$ cat src/rtl/mem_write_responder_if.sv
// Write-path stream bundle between the TCP stack and its memory responder.
// Carries the write command, write data and write status handshakes.
//   s_cmd_*  : command (start byte address, byte length)
//   s_data_* : data beats with byte enables and end-of-transfer marker
//   m_sts_*  : one 8-bit status word per command
// modport slave  : memory responder side
// modport master : stack side
interface mem_write_responder_if #(
  parameter int unsigned DATA_WIDTH = 512
);
  logic                      s_cmd_valid;
  logic                      s_cmd_ready;
  logic [63:0]               s_cmd_address;
  logic [31:0]               s_cmd_length;
  logic                      s_data_valid;
  logic                      s_data_ready;
  logic [DATA_WIDTH-1:0]     s_data_data;
  logic [DATA_WIDTH/8-1:0]   s_data_keep;
  logic                      s_data_last;
  logic                      m_sts_valid;
  logic                      m_sts_ready;
  logic [7:0]                m_sts_data;

  modport slave (
    input  s_cmd_valid, s_cmd_address, s_cmd_length,
    input  s_data_valid, s_data_data, s_data_keep, s_data_last,
    input  m_sts_ready,
    output s_cmd_ready, s_data_ready, m_sts_valid, m_sts_data
  );

  modport master (
    output s_cmd_valid, s_cmd_address, s_cmd_length,
    output s_data_valid, s_data_data, s_data_keep, s_data_last,
    output m_sts_ready,
    input  s_cmd_ready, s_data_ready, m_sts_valid, m_sts_data
  );
endinterface

$ cat src/rtl/mem_write_responder.sv
// Memory-side write responder: emulates an S2MM DataMover in front of an
// on-chip word memory. Accepts one write command, sinks its data beats into
// the memory, returns one status word, and keeps debug counters.
// Ports:
//   aclk, aresetn : clock, asynchronous active-low reset
//   s_if          : command/data/status streams (slave modport)
//   mem_*         : registered write port of the backing memory
//   cmd_count     : commands accepted
//   err_count     : status words sent with OKAY=0
//   byte_count    : sum of command lengths over OKAY transfers
module mem_write_responder #(
  parameter int unsigned DATA_WIDTH = 512,
  parameter int unsigned MEM_AW     = 14,
  parameter logic [63:0] BASE_ADDR  = 64'h0
) (
  input  logic                    aclk,
  input  logic                    aresetn,
  mem_write_responder_if.slave    s_if,
  output logic                    mem_we,
  output logic [MEM_AW-1:0]       mem_addr,
  output logic [DATA_WIDTH-1:0]   mem_wdata,
  output logic [DATA_WIDTH/8-1:0] mem_wstrb,
  output logic [31:0]             cmd_count,
  output logic [31:0]             err_count,
  output logic [63:0]             byte_count
);
  localparam int unsigned BPB   = DATA_WIDTH / 8;
  localparam int unsigned OFF_W = $clog2(BPB);
  localparam int unsigned PTR_W = MEM_AW + 1;
  localparam logic [PTR_W-1:0] PTR_SAT = {1'b1, {MEM_AW{1'b0}}};
  localparam logic [63:0]      DEPTH64 = 64'(1) << MEM_AW;

  localparam logic [1:0] ST_IDLE   = 2'd0;
  localparam logic [1:0] ST_DATA   = 2'd1;
  localparam logic [1:0] ST_DRAIN  = 2'd2;
  localparam logic [1:0] ST_STATUS = 2'd3;

  logic [1:0]       r_rst_sync;
  logic             w_rst_n;
  logic [1:0]       r_state, w_state_nxt;
  logic [PTR_W-1:0] r_ptr, w_ptr_nxt, w_cmd_ptr;
  logic [31:0]      r_rem, w_rem_nxt, r_len;
  logic             r_len_err, w_len_err_nxt;
  logic             r_rng_err, w_rng_err_nxt;
  logic             w_wr_nxt;
  logic             r_cmd_ready, r_data_ready, r_sts_valid;
  logic [7:0]       r_sts_data;
  logic [63:0]      w_cmd_word;
  logic             w_cmd_hs, w_data_hs, w_sts_hs, w_rem_le;

  // Reset asserts asynchronously, releases on a clock edge
  always_ff @(posedge aclk or negedge aresetn) begin
    if (!aresetn) r_rst_sync <= 2'b00;
    else          r_rst_sync <= {r_rst_sync[0], 1'b1};
  end
  assign w_rst_n = r_rst_sync[1];

  assign w_cmd_hs  = s_if.s_cmd_valid  && r_cmd_ready;
  assign w_data_hs = s_if.s_data_valid && r_data_ready;
  assign w_sts_hs  = r_sts_valid && s_if.m_sts_ready;
  assign w_rem_le  = (r_rem <= 32'(BPB));

  // Word pointer saturates one past the top so it never re-enters range
  assign w_cmd_word = (s_if.s_cmd_address - BASE_ADDR) >> OFF_W;
  assign w_cmd_ptr  = (w_cmd_word >= DEPTH64) ? PTR_SAT : w_cmd_word[PTR_W-1:0];

  // Next-state and datapath update
  always_comb begin
    w_state_nxt   = r_state;
    w_ptr_nxt     = r_ptr;
    w_rem_nxt     = r_rem;
    w_len_err_nxt = r_len_err;
    w_rng_err_nxt = r_rng_err;
    w_wr_nxt      = 1'b0;
    case (r_state)
      ST_IDLE: begin
        if (w_cmd_hs) begin
          w_ptr_nxt     = w_cmd_ptr;
          w_rem_nxt     = s_if.s_cmd_length;
          w_rng_err_nxt = 1'b0;
          if (s_if.s_cmd_length == 32'd0) begin
            w_len_err_nxt = 1'b1;
            w_state_nxt   = ST_STATUS;
          end else begin
            w_len_err_nxt = 1'b0;
            w_state_nxt   = ST_DATA;
          end
        end
      end
      ST_DATA: begin
        if (w_data_hs) begin
          if (r_ptr[MEM_AW]) begin
            w_rng_err_nxt = 1'b1;
          end else begin
            w_wr_nxt  = 1'b1;
            w_ptr_nxt = r_ptr + PTR_W'(1);
          end
          w_rem_nxt = w_rem_le ? 32'd0 : (r_rem - 32'(BPB));
          if (s_if.s_data_last) begin
            if (!w_rem_le) w_len_err_nxt = 1'b1;
            w_state_nxt = ST_STATUS;
          end else if (w_rem_le) begin
            // Stream outlives the command length: swallow the excess
            w_len_err_nxt = 1'b1;
            w_state_nxt   = ST_DRAIN;
          end
        end
      end
      ST_DRAIN: begin
        if (w_data_hs && s_if.s_data_last) w_state_nxt = ST_STATUS;
      end
      ST_STATUS: begin
        if (w_sts_hs) w_state_nxt = ST_IDLE;
      end
      default: w_state_nxt = ST_IDLE;
    endcase
  end

  // State, registered handshake outputs, memory port and counters
  always_ff @(posedge aclk or negedge w_rst_n) begin
    if (!w_rst_n) begin
      r_state      <= ST_IDLE;
      r_ptr        <= '0;
      r_rem        <= '0;
      r_len        <= '0;
      r_len_err    <= 1'b0;
      r_rng_err    <= 1'b0;
      r_cmd_ready  <= 1'b0;
      r_data_ready <= 1'b0;
      r_sts_valid  <= 1'b0;
      r_sts_data   <= '0;
      mem_we       <= 1'b0;
      mem_addr     <= '0;
      mem_wdata    <= '0;
      mem_wstrb    <= '0;
      cmd_count    <= '0;
      err_count    <= '0;
      byte_count   <= '0;
    end else begin
      r_state      <= w_state_nxt;
      r_ptr        <= w_ptr_nxt;
      r_rem        <= w_rem_nxt;
      r_len_err    <= w_len_err_nxt;
      r_rng_err    <= w_rng_err_nxt;
      r_cmd_ready  <= (w_state_nxt == ST_IDLE);
      r_data_ready <= (w_state_nxt == ST_DATA) || (w_state_nxt == ST_DRAIN);
      r_sts_valid  <= (w_state_nxt == ST_STATUS);
      r_sts_data   <= (w_state_nxt == ST_STATUS) ?
                      {~(w_len_err_nxt | w_rng_err_nxt), w_len_err_nxt, w_rng_err_nxt, 5'b0} :
                      8'h00;
      mem_we       <= w_wr_nxt;
      if (w_wr_nxt) begin
        mem_addr  <= r_ptr[MEM_AW-1:0];
        mem_wdata <= s_if.s_data_data;
        mem_wstrb <= s_if.s_data_keep;
      end
      if (w_cmd_hs) begin
        r_len     <= s_if.s_cmd_length;
        cmd_count <= cmd_count + 32'd1;
      end
      if (w_sts_hs) begin
        if (r_sts_data[7]) byte_count <= byte_count + 64'(r_len);
        else               err_count  <= err_count + 32'd1;
      end
    end
  end

  assign s_if.s_cmd_ready  = r_cmd_ready;
  assign s_if.s_data_ready = r_data_ready;
  assign s_if.m_sts_valid  = r_sts_valid;
  assign s_if.m_sts_data   = r_sts_data;
endmodule

$ cat src/flat_wrapper.sv
// flat-port wrapper written by rule: the top's interface ports become plain ports
module mem_write_responder_flat 
#(
  parameter int unsigned DATA_WIDTH = 512,
  parameter int unsigned MEM_AW     = 14,
  parameter logic [63:0] BASE_ADDR  = 64'h0
)
  (aclk, aresetn, mem_we, mem_addr, mem_wdata, mem_wstrb, cmd_count, err_count, byte_count, s_if_s_cmd_valid, s_if_s_cmd_address, s_if_s_cmd_length, s_if_s_data_valid, s_if_s_data_data, s_if_s_data_keep, s_if_s_data_last, s_if_m_sts_ready, s_if_s_cmd_ready, s_if_s_data_ready, s_if_m_sts_valid, s_if_m_sts_data);
  mem_write_responder_if #(.DATA_WIDTH(DATA_WIDTH)) s_if_i ();
  input  logic aclk;
  input  logic aresetn;
  output logic mem_we;
  output logic [MEM_AW-1:0] mem_addr;
  output logic [DATA_WIDTH-1:0] mem_wdata;
  output logic [DATA_WIDTH/8-1:0] mem_wstrb;
  output logic [31:0] cmd_count;
  output logic [31:0] err_count;
  output logic [63:0] byte_count;
  input wire logic [$bits(s_if_i.s_cmd_valid)-1:0] s_if_s_cmd_valid;
  input wire logic [$bits(s_if_i.s_cmd_address)-1:0] s_if_s_cmd_address;
  input wire logic [$bits(s_if_i.s_cmd_length)-1:0] s_if_s_cmd_length;
  input wire logic [$bits(s_if_i.s_data_valid)-1:0] s_if_s_data_valid;
  input wire logic [$bits(s_if_i.s_data_data)-1:0] s_if_s_data_data;
  input wire logic [$bits(s_if_i.s_data_keep)-1:0] s_if_s_data_keep;
  input wire logic [$bits(s_if_i.s_data_last)-1:0] s_if_s_data_last;
  input wire logic [$bits(s_if_i.m_sts_ready)-1:0] s_if_m_sts_ready;
  output wire logic [$bits(s_if_i.s_cmd_ready)-1:0] s_if_s_cmd_ready;
  output wire logic [$bits(s_if_i.s_data_ready)-1:0] s_if_s_data_ready;
  output wire logic [$bits(s_if_i.m_sts_valid)-1:0] s_if_m_sts_valid;
  output wire logic [$bits(s_if_i.m_sts_data)-1:0] s_if_m_sts_data;
  assign s_if_i.s_cmd_valid = s_if_s_cmd_valid;
  assign s_if_i.s_cmd_address = s_if_s_cmd_address;
  assign s_if_i.s_cmd_length = s_if_s_cmd_length;
  assign s_if_i.s_data_valid = s_if_s_data_valid;
  assign s_if_i.s_data_data = s_if_s_data_data;
  assign s_if_i.s_data_keep = s_if_s_data_keep;
  assign s_if_i.s_data_last = s_if_s_data_last;
  assign s_if_i.m_sts_ready = s_if_m_sts_ready;
  assign s_if_s_cmd_ready = s_if_i.s_cmd_ready;
  assign s_if_s_data_ready = s_if_i.s_data_ready;
  assign s_if_m_sts_valid = s_if_i.m_sts_valid;
  assign s_if_m_sts_data = s_if_i.m_sts_data;
  mem_write_responder #(.DATA_WIDTH(DATA_WIDTH), .MEM_AW(MEM_AW), .BASE_ADDR(BASE_ADDR)) u_core (.aclk(aclk), .aresetn(aresetn), .s_if(s_if_i), .mem_we(mem_we), .mem_addr(mem_addr), .mem_wdata(mem_wdata), .mem_wstrb(mem_wstrb), .cmd_count(cmd_count), .err_count(err_count), .byte_count(byte_count));
endmodule
$ cat config.mk
export PLATFORM = sky130hd
export DESIGN_NAME = mem_write_responder_flat
export DESIGN_NICKNAME = d
export VERILOG_FILES = /design/src/rtl/mem_write_responder_if.sv /design/src/rtl/mem_write_responder.sv /design/src/flat_wrapper.sv
export SDC_FILE = /design/constraint.sdc
export NUM_CORES = 1
export LEC_CHECK = 0
export ABC_AREA = 0
export BUFFER_PORTS_ARGS = -buffer_cell sky130_fd_sc_hd__clkbuf_2
export CAP_MARGIN = 25
export CORE_AREA = 2 2 548 550
export CTS_CLUSTER_DIAMETER = 30
export DETAILED_ROUTE_END_ITERATION = 7
export DIE_AREA = 0 0 550 552
export SKIP_LAST_GASP = 1
export SYNTH_ARGS = -nofsm -noshare
export SYNTH_HDL_FRONTEND = slang
export SYNTH_SLANG_ARGS = --single-unit
export TNS_END_PERCENT = 5
$ cat constraint.sdc
create_clock -name aclk -period 30.5 [get_ports aclk]
set_clock_uncertainty 0.2 [all_clocks]
set_input_delay 1.525 -clock aclk [delete_from_list [all_inputs] [get_ports aclk]]
set_output_delay 1.525 -clock aclk [all_outputs]
set_load 0.02 [all_outputs]
Word level (Yosys, flattened, before mapping)

Index checks and enable logic that the tools add are counted.

Bits in registers: 815
Input bits: 678
Output and inout bits: 730
Word-level logic and storage cells: 83

Add/subtract/negate cells: 5
Order comparisons: 2
Equal/unequal tests: 9
Muxes and demuxes: 32
Bitwise gates (word level): 3
Reductions and logical operators: 13

Operator list:

| kind                                                                                  | count |
|---|---|
| 32-bit 2-to-1 mux                                                                     | 3 |
| 32-bit by 1-bit adder with 32-bit output, second input constant                       | 2 |
| 64-bit by 32-bit adder with 64-bit output                                             | 1 |
| 32-bit case mux with 2 select lines                                                   | 1 |
| 15-bit 2-to-1 mux                                                                     | 4 |
| 58-bit by 15-bit greater-or-equal comparator with 1-bit output, second input constant | 1 |
| 32-bit by 7-bit <= comparator with 1-bit output, second input constant                | 1 |
| 32-bit logical NOT                                                                    | 1 |
| 32-bit by 7-bit subtractor with 32-bit output, second input constant                  | 1 |
| 15-bit case mux with 2 select lines                                                   | 1 |
| 15-bit by 1-bit adder with 15-bit output, second input constant                       | 1 |
| 2-bit 2-to-1 mux                                                                      | 7 |
| 1-bit 2-to-1 mux                                                                      | 12 |
| 2-bit == test, second input constant                                                  | 4 |
| 8-bit 2-to-1 mux                                                                      | 1 |
| 2-bit case mux with 4 select lines                                                    | 1 |
| 2-bit by 1-bit == test with 1-bit output, second input constant                       | 2 |
| 1-bit logical AND                                                                     | 4 |
| 2-bit logical NOT                                                                     | 2 |
| 2-bit by 1-bit inequality test with 1-bit output, second input constant               | 2 |
| 1-bit case mux with 2 select lines                                                    | 2 |
| 2-bit AND reduction                                                                   | 2 |
| 4-bit AND reduction                                                                   | 1 |
| 3-bit AND reduction                                                                   | 1 |
| 5 further kinds                                                                       | 6 |

Longest topological paths before layout

Gate-level depths: netlist of run 1.

Depth in word-level cells: 8
Gate-level depth with buffers: 11
Depth with buffers taken out: 11

Worst setup path after synthesis of run 1

OpenSTA, ideal clock, no wires.

Path kind: input port to flip-flop
Start: in s_if_s_cmd_valid
End: reg u_core.cmd_count[22]
Setup time: 0.129 ns
Data arrival time: 3.154 ns
Data required time: 30.171 ns
Path slack: 27.017 ns
Cell stages on the path: 8
Path buffers: 1
Cells stage by stage: and2_1 -> nand2_1 -> or2_1 -> clkbuf_1 -> or4_1 -> nor2_1 -> nand4_1 -> xnor2_1

Longest elaborated chain between the ends: 1

RTL lines:

| item                 | line                       | source |
|---|---|---|
| start, declared      | flat_wrapper.sv:19         | `input wire logic [$bits(s_if_i.s_cmd_valid)-1:0] s_if_s_cmd_valid;` |
| 1-bit logical AND    | mem_write_responder.sv:58  | `assign w_cmd_hs = s_if.s_cmd_valid && r_cmd_ready;` |
| end signal, assigned | mem_write_responder.sv:159 | `cmd_count <= cmd_count + 32'd1;` |
| end, declared        | mem_write_responder.sv:23  | `output logic [31:0] cmd_count,` |

Every way passes these cells.
A chain may end at the register's enable or synchronous reset.

Final worst setup path of run 1

Start: reg u_core.r_state[1]
End: reg u_core.mem_wdata[45]

Longest elaborated chain between the ends: 2

RTL lines:

| item                                     | line                       | source |
|---|---|---|
| start, declared                          | mem_write_responder.sv:40  | `logic [1:0] r_state, w_state_nxt;` |
| start signal, assigned                   | mem_write_responder.sv:140 | `r_state <= w_state_nxt;` |
| 2-bit by 1-bit == test with 1-bit output | mem_write_responder.sv:75  | `case (r_state)` |
| 1-bit 2-to-1 mux                         | mem_write_responder.sv:75  |  |
| end signal, assigned                     | mem_write_responder.sv:154 | `mem_wdata <= s_if.s_data_data;` |
| end, declared                            | mem_write_responder.sv:21  | `output logic [DATA_WIDTH-1:0] mem_wdata,` |

Every way passes these cells.

==> impl_results.md, run 1 <==
- Buffers on Ports: approximately 1,400
- Highest routed layer: met5
- Antenna violations before repair: between 300 and 400
- Remaining antenna violation count after routing: 0
- Mapped cell area: 33,430 sq um
- Reg2Reg Setup Slack: 26.12 ns
- Syn. warnings: 0
- Total GRT Usage: about 15%
- P&R area growth vs syn: 61.16%
- Hold_sp: u_core.r_rst_sync[0]
- Drt pass-1 iters: 5
- CTS sink cnt: just over 800
- Yosys cell types: 66
- Number of cells on the critical path: 6
- Vias per cell: around 3.5
- Hold Violations, Final: 0
- Fmax: about 230 MHz
- Most used cell, CP: buf_12
- Worst-path fanout max: roughly 130
- Crit Path Category: reg2reg
- Power Density: 119.4 nW/um^2
- Routed met1 length: around 83 mm
- Hold/Removal Path Class: reg2reg
- Family with the most delay on the worst path: buffers and inverters
- Worst Path Arrival: 4.95 ns
- Slew headroom: a little under a third
- First-pass GRT wire length: roughly 290 mm
- Die width: approximately 550 um
- Number of synthesized register bits: 810
- WP data required: 31.08 ns
- Gp weighted congestion: 0.9438
- Final period util: around 14%
- Simple-Gate Fraction of Synth Area: ~7.6%
- Post-CTS setup buffer count: 0
- Startpoint types: flip-flop
- Endpoint type of the worst setup path: flip-flop
- Most frequent cells in the layout: clkbuf_2 (1,396), dfrtp_1 (809), mux2_2 (592), clkbuf_16 (240), nand2_1 (228)
- Avg WL per Cell: 28.15 um
- Largest area contributor in the netlist: dfrtp_1
- Critical-path top delay cell: buf_4
- DP Wirelength: between 200 and 250 mm
- Status: completed
- I/O Pins: about 1,400
- Longest Clk Path Bufs: 4
- Largest net degree at the start of global routing: 138
- Min Clock Period, post-route: ~4.4 ns
- Max stage delay on crit path: 0.85 ns
- Via count: slightly below 30,000
- Share of cells above drive strength 1: between 50% and 60%
- Async set-or-reset flop fraction in the synthesized netlist: 100.0%
- CTS tree: done
- Starting Density: 11.21%
- Worst R2R Path Depth: 6
- Synth Area in Compound Gates: roughly 5.2%
- Adder-Cell Fraction of Synth Area: ~1.5%
- Core Region: just under 300,000 sq um
- Worst Max-Slew Pin Slew: 1.034 ns
- Post-cts resize count: 0
- Post-Syn Instances: around 2,500
- Number of synthesized flops with an enable pin: 0
- RSZ-0062 raised after global routing: false
- DIE HEIGHT: 552 um
- XOR/XNOR Fraction of Synth Area: 3.091%
- Leakage: about 25 nW
- Hold WS: between 0.15 and 0.2 ns
- Max_cap viols: 0
- Worst setup startpoint: u_core.r_state[1]
- Reg clk slew, reported paths: ~0.04 ns
- Post-CTS Hold Buffers: 0
- Buf/Inv on CP: 3
- Num CTS Buffers: about 240
- Seq/Total Area, Yosys: between 60% and 70%
- Root Buffer: clkbuf_16
- Area of the die: approximately 300,000 sq um
- Fin nets: 4,802
- Final-report max-slew violation count: 0
- Largest family of logic cells by synthesized area: multiplexers
- Clock latency on the worst-skew pair: just under 0.9 ns
- Synth Flop Type: dfrtp_1
- Worst R2R Start: u_core.r_state[1]
- Final setup vio count: 0
- Peak VDD IR: around 0.067 mV
- R2R Path End: u_core.mem_wdata[45]
- GRT Residual Overflow: 0
- Area contributors post-synth: dfrtp_1 (61%), mux2_2 (20%), nand2_1 (2.6%), xnor2_1 (2.3%), ha_1 (1.5%)
- Initial drt markers: around 2,300
- Fin Setup TNS: 0 ns
- Worst path cell trace: nand2b_2 -> nor3_2 -> buf_12 -> buf_12 -> buf_4 -> mux2_2
- Met3 wire length: ~41 mm
- Vias in the first global route: around 28,000
- Drt drc: 0
- Most common cell after layout, fill and taps aside: clkbuf_2
- Critical Path Sink: u_core.mem_wdata[45]
- DRT Wirelength: approximately 230 mm
- Mux cell area share after synthesis: around a fifth
- Num rows: approximately 200
- Mean Syn Cell Area: between 10 and 15 sq um
- Met2 Routed Length: just under 100 mm
- H-Tree Depth: 4
- Share of the synthesized area in the top cell type: about three fifths
==> logic make-up (layout without fill, tap and decap cells) <==
logic type | after synthesis | after routing
AND/OR/NAND/NOR | 531 | 531
other | 2 | 93
flip-flops | 810 | 810
AO/OA/AOI/OAI | 293 | 293
buffers and inverters | 143 | 1892
adder cells (fa/ha/maj) | 40 | 40
multiplexers | 592 | 592
XOR/XNOR | 118 | 118
==> routing by layer <==
| metal | vias to the layer above | GRT usage, % |
|---|---|---|
| met3 | 688 | 12.02 |
| met2 | 1970 | 21.41 |
| met5 | - | 0 |
| met4 | 130 | 6.966 |
| met1 | 14071 | 15.47 |
| li1 | 12351 | - |
==> registers in the layout, summed over array words and instances, names as in the netlist, 2 cells and up <==
register,flops
u_core.r_rst_sync,2
u_core.mem_addr,14
u_core.r_ptr,15
u_core.cmd_count,32
u_core.mem_wstrb,64
u_core.r_rem,32
u_core.s_if.m_sts_data,3
u_core.byte_count,64
u_core.err_count,32
u_core.mem_wdata,512
u_core.r_len,32
u_core.r_state,2
==> through the flow <==
| stage | cell area [sq um] | total power, mW | cells | setup slack, ns | utilization (%) |
|---|---|---|---|---|---|
| after floorplan | 33450 | 2.846 | 2533 | 6.050 | - |
| after global placement | 45160 | 3.847 | 7800 | 25.55 | 15.14 |
| after detailed placement | 45170 | 3.876 | 7801 | 25.55 | 15.14 |
| after CTS | 53610 | 6.520 | 8238 | 26.04 | 17.97 |
| after global routing | 53720 | 6.725 | 8261 | 25.82 | 18.01 |
| final | 53880 | 6.433 | 8327 | 26.12 | 18.06 |
==> final cells by class <==
type | instances | area (sq um)
Antenna cell | 87 | 217.7
Clock buffer | 310 | 6659
Clock inverter | 127 | 1778
Fill cell | 32917 | 244400
Inverter | 27 | 101.3
Multi-Input combinational cell | 1580 | 12570
Sequential cell | 810 | 20270
Tap cell | 3958 | 4952
Timing Repair Buffer | 1428 | 7330
==> synthesized netlist by cell type (8+ instances only) <==
cell,count
xnor2_1,89
a22oi_1,15
and4_1,10
nand2_1,228
inv_1,27
a32oi_1,14
nand2b_1,8
dfrtp_1,810
xor2_1,29
a21oi_1,70
and2_1,9
nor3_1,28
buf_2,60
nand4_1,36
clkbuf_1,43
a21o_1,9
nor2b_1,9
ha_1,39
nor2_1,81
nor4_1,26
o21ai_0,94
o21ai_1,30
and3_1,31
nand3_1,41
mux2_2,592
==> worst min-delay path by stage <==
stage | to | slack, ns | cells past startpoint
2_1_floorplan | u_core.r_rst_sync[1] | 0.13 | 0
3_3_place_gp | u_core.r_rst_sync[1] | 0.14 | 0
3_5_place_dp | u_core.r_rst_sync[1] | 0.14 | 0
4_1_cts | u_core.r_rst_sync[1] | 0.16 | 0
5_1_grt | u_core.r_rst_sync[1] | 0.16 | 0
6_report | u_core.r_rst_sync[1] | 0.16 | 0
==> worst register-to-register path: cells and delay by family (launching register included) <==
kind	cells	cell delay, ns
flops	1	0.49
simple gates	2	1.09
buf+inv	3	2.04
mux	1	0.50
==> power breakdown <==
group	internal [mW]	switching, mW	leakage [nW]
registers	1.52	0.272	10.3
clock network	1.80	0.793	4.10
logic	0.682	1.36	11.0
Note: power is estimated with default switching activity, not from simulation.
==> run 2: changes to the inputs <==
==> constraint.sdc (replaced) <==
create_clock -name aclk -period 4.2 [get_ports aclk]
set_clock_uncertainty 0.2 [all_clocks]
set_input_delay 0.21 -clock aclk [delete_from_list [all_inputs] [get_ports aclk]]
set_output_delay 0.21 -clock aclk [all_outputs]
set_load 0.02 [all_outputs]
==> run 2 against run 1 <==
Against the previous run: die area stayed put; register-to-register slack worse by 26 ns; maximum frequency rose by 16%; non-clock buffer count rose by 1147; setup slack got worse by 26 ns; cell area up 22%; count of clock-buffer cells in the layout increased by 15; critical path type unchanged; critical endpoint is now u_core.r_ptr[10]; largest cell class unchanged; largest power group unchanged.
==> impl_results.md, run 2 (synthesis results as in run 1) <==
- Slew headroom: around a third
- Fin nets: 5,957
- Most common cell after layout, fill and taps aside: clkbuf_2
- WHS Path Cells: 3
- Initial drt markers: about 2,400
- Final period util: about nine tenths
- Via count: approximately 34,000
- Worst Path Arrival: between 4 and 5 ns
- Fmax: about 260 MHz
- Largest regs: u_core.mem_wdata: 512 flops, u_core.byte_count: 64 flops, u_core.mem_wstrb: 64 flops
- First-pass GRT wire length: 309.8 mm
- Crit Path Category: reg2reg
- Logic gate share of total power: about a third
- Worst R2R Start: u_core.r_state[0]
- Worst Max-Slew Pin Slew: ~1.0 ns
- Top reg by flops: u_core.mem_wdata
- Longest Clk Path Bufs: 4
- Reg2Reg Setup Slack: ~0.42 ns
- Num rows: roughly 200
- DRT Wirelength: ~240 mm
- R2R Path End: u_core.r_ptr[10]
- Vias in the first global route: roughly 34,000
- Flop pwr share: between 20% and 30%
- Status: completed
- Area of the die: 303,600 sq um
- Peak VDD IR: 0.5067 mV
- H-Tree Depth: 4
- Power Density: ~740 nW/um^2
- Vias per cell: around 3.6
- Endpoint type of the worst setup path: flip-flop
- GRT Residual Overflow: 0
- Die width: around 550 um
- WP data required: around 4.8 ns
- Sw power: approximately 18 mW
- Hold Violations, Final: 0
- Clock latency on the worst-skew pair: between 0.8 and 0.9 ns
- Filler cells: 32,104
- Reg clk slew, reported paths: approximately 0.04 ns
- Hold WS: 0.04069 ns
- CTS tree: done
- Worst setup startpoint: u_core.r_state[0]
- Remaining antenna violation count after routing: 0
- Sw frac: 37.30%
- Antenna violations before repair: slightly below 300
- Final-report max-slew violation count: 0
- Largest net degree at the start of global routing: 105
- DIE HEIGHT: around 550 um
- Root Buffer: clkbuf_16
- Drt drc: 0
- Worst-path fanout max: 21
- Core Region: 298,300 sq um
- Max_cap viols: 0
- P_int: approximately 31 mW
- Share of cells above drive strength 1: approximately 46%
- Final Util: about 22%
- Gp weighted congestion: between 0.9 and 1
- Avg WL per Cell: about 25 um
- Min Clock Period, post-route: between 3 and 4 ns
- Buffers on Ports: around 1,400
- DP Wirelength: around 200 mm
- P&R area growth vs syn: 96.94%
- Most frequent cells in the layout: clkbuf_2 (1,396), dlygate4sd3_1 (1,130), dfrtp_1 (809), mux2_2 (592), clkbuf_16 (247)
- I/O Pins: 1,408
- Startpoint types: flip-flop
- Total GRT Usage: 15.10%
- Worst R2R Path Depth: 7
- Max reg flops: approximately 510
- Critical Path Sink: u_core.r_ptr[10]
- Leakage: ~30 nW
- Drt pass-1 iters: 6
- Starting Density: 11.21%
- Num CTS Buffers: 245
- RSZ-0062 raised after global routing: false
- CTS sink cnt: between 800 and 900
- Clock power frac: 39.8%
- Post-CTS setup buffer count: 0
- Hold/Removal Path Class: in2reg
- Final setup vio count: 0
-- run 2: cell types whose count changed in the layout (fill, tap and decap cells not counted), moves of 8 or more --
cell	previous run	this run
diode_2	87	113
clkbuf_8	39	48
buf_12	5	17
clkinv_2	48	56
dlygate4sd3_1	0	1130
-- run 2: how the worst min path moves through the flow --
stage / from / to
finish: s_if_s_data_data[465] / u_core.mem_wdata[465]
global route: s_if_s_data_data[457] / u_core.mem_wdata[457]
CTS: s_if_s_data_data[494] / u_core.mem_wdata[494]
detailed placement: aresetn / u_core.r_rst_sync[0]
global placement: aresetn / u_core.r_rst_sync[0]
floorplan: aresetn / u_core.r_rst_sync[0]
-- run 2: timing repair --
| action | CTS | global route |
|---|---|---|
| endpoints found under the hold margin | 708 | 0 |
| gates resized for setup | 0 | 0 |
| hold buffers | 1130 | 0 |
-- run 2: layout make-up --
cell class,instances,area (sq um),share of cell area [%]
Antenna cell,113,282.8,0.4295
Clock buffer,325,6954,10.56
Clock inverter,131,1819,2.763
Inverter,27,101.3,0.1539
Multi-Input combinational cell,1580,12580,19.11
Sequential cell,810,20270,30.79
Tap cell,3958,4952,7.521
Timing Repair Buffer,2575,18880,28.67
-- run 2: stage by stage --
step / setup WS, ns / instances / setup TNS [ns] / power, mW / cell area, sq um
2_1_floorplan: -3.802 / 2533 / -3072.37 / 20.66 / 33450
6_report: 0.4244 / 9519 / 0 / 48.90 / 65840
3_5_place_dp: 0.8402 / 7820 / 0 / 28.27 / 45470
5_1_grt: 0.1856 / 9465 / 0 / 51.10 / 65710
3_3_place_gp: 0.8312 / 7820 / 0 / 28.08 / 45470
4_1_cts: 0.5299 / 9406 / 0 / 49.37 / 65560
-- run 2: power by group through the flow --
stage / clock network (mW) / registers [mW] / logic, mW
after global placement: 0 / 13.1 / 15.0
after CTS: 19.8 / 13.1 / 16.4
after detailed placement: 0 / 13.2 / 15.0
final: 19.4 / 13.2 / 16.2
after global routing: 20.3 / 13.6 / 17.2
after floorplan: 0 / 16.5 / 4.15
-- run 2: routing by layer --
layer / routed length, um / global-route usage, % / share of wire, % / vias to the layer above
met5: 838 / 0 / 0.35 / -
met4: 11450 / 6.090 / 4.8 / 134
met3: 30070 / 8.043 / 13 / 696
met2: 101700 / 22.87 / 43 / 1970
met1: 94480 / 17.69 / 40 / 16572
li1: - / - / - / 14712
-- run 2: critical path, stage by stage, from the launching register on --
cell and delay (ns):
dfrtp_1 0.52, nor2b_1 0.74, nand2b_1 0.64, nor2_1 0.24, a22oi_1 0.09, dlygate4sd3_1 0.57
o21ai_0 0.16, dlygate4sd3_1 0.58
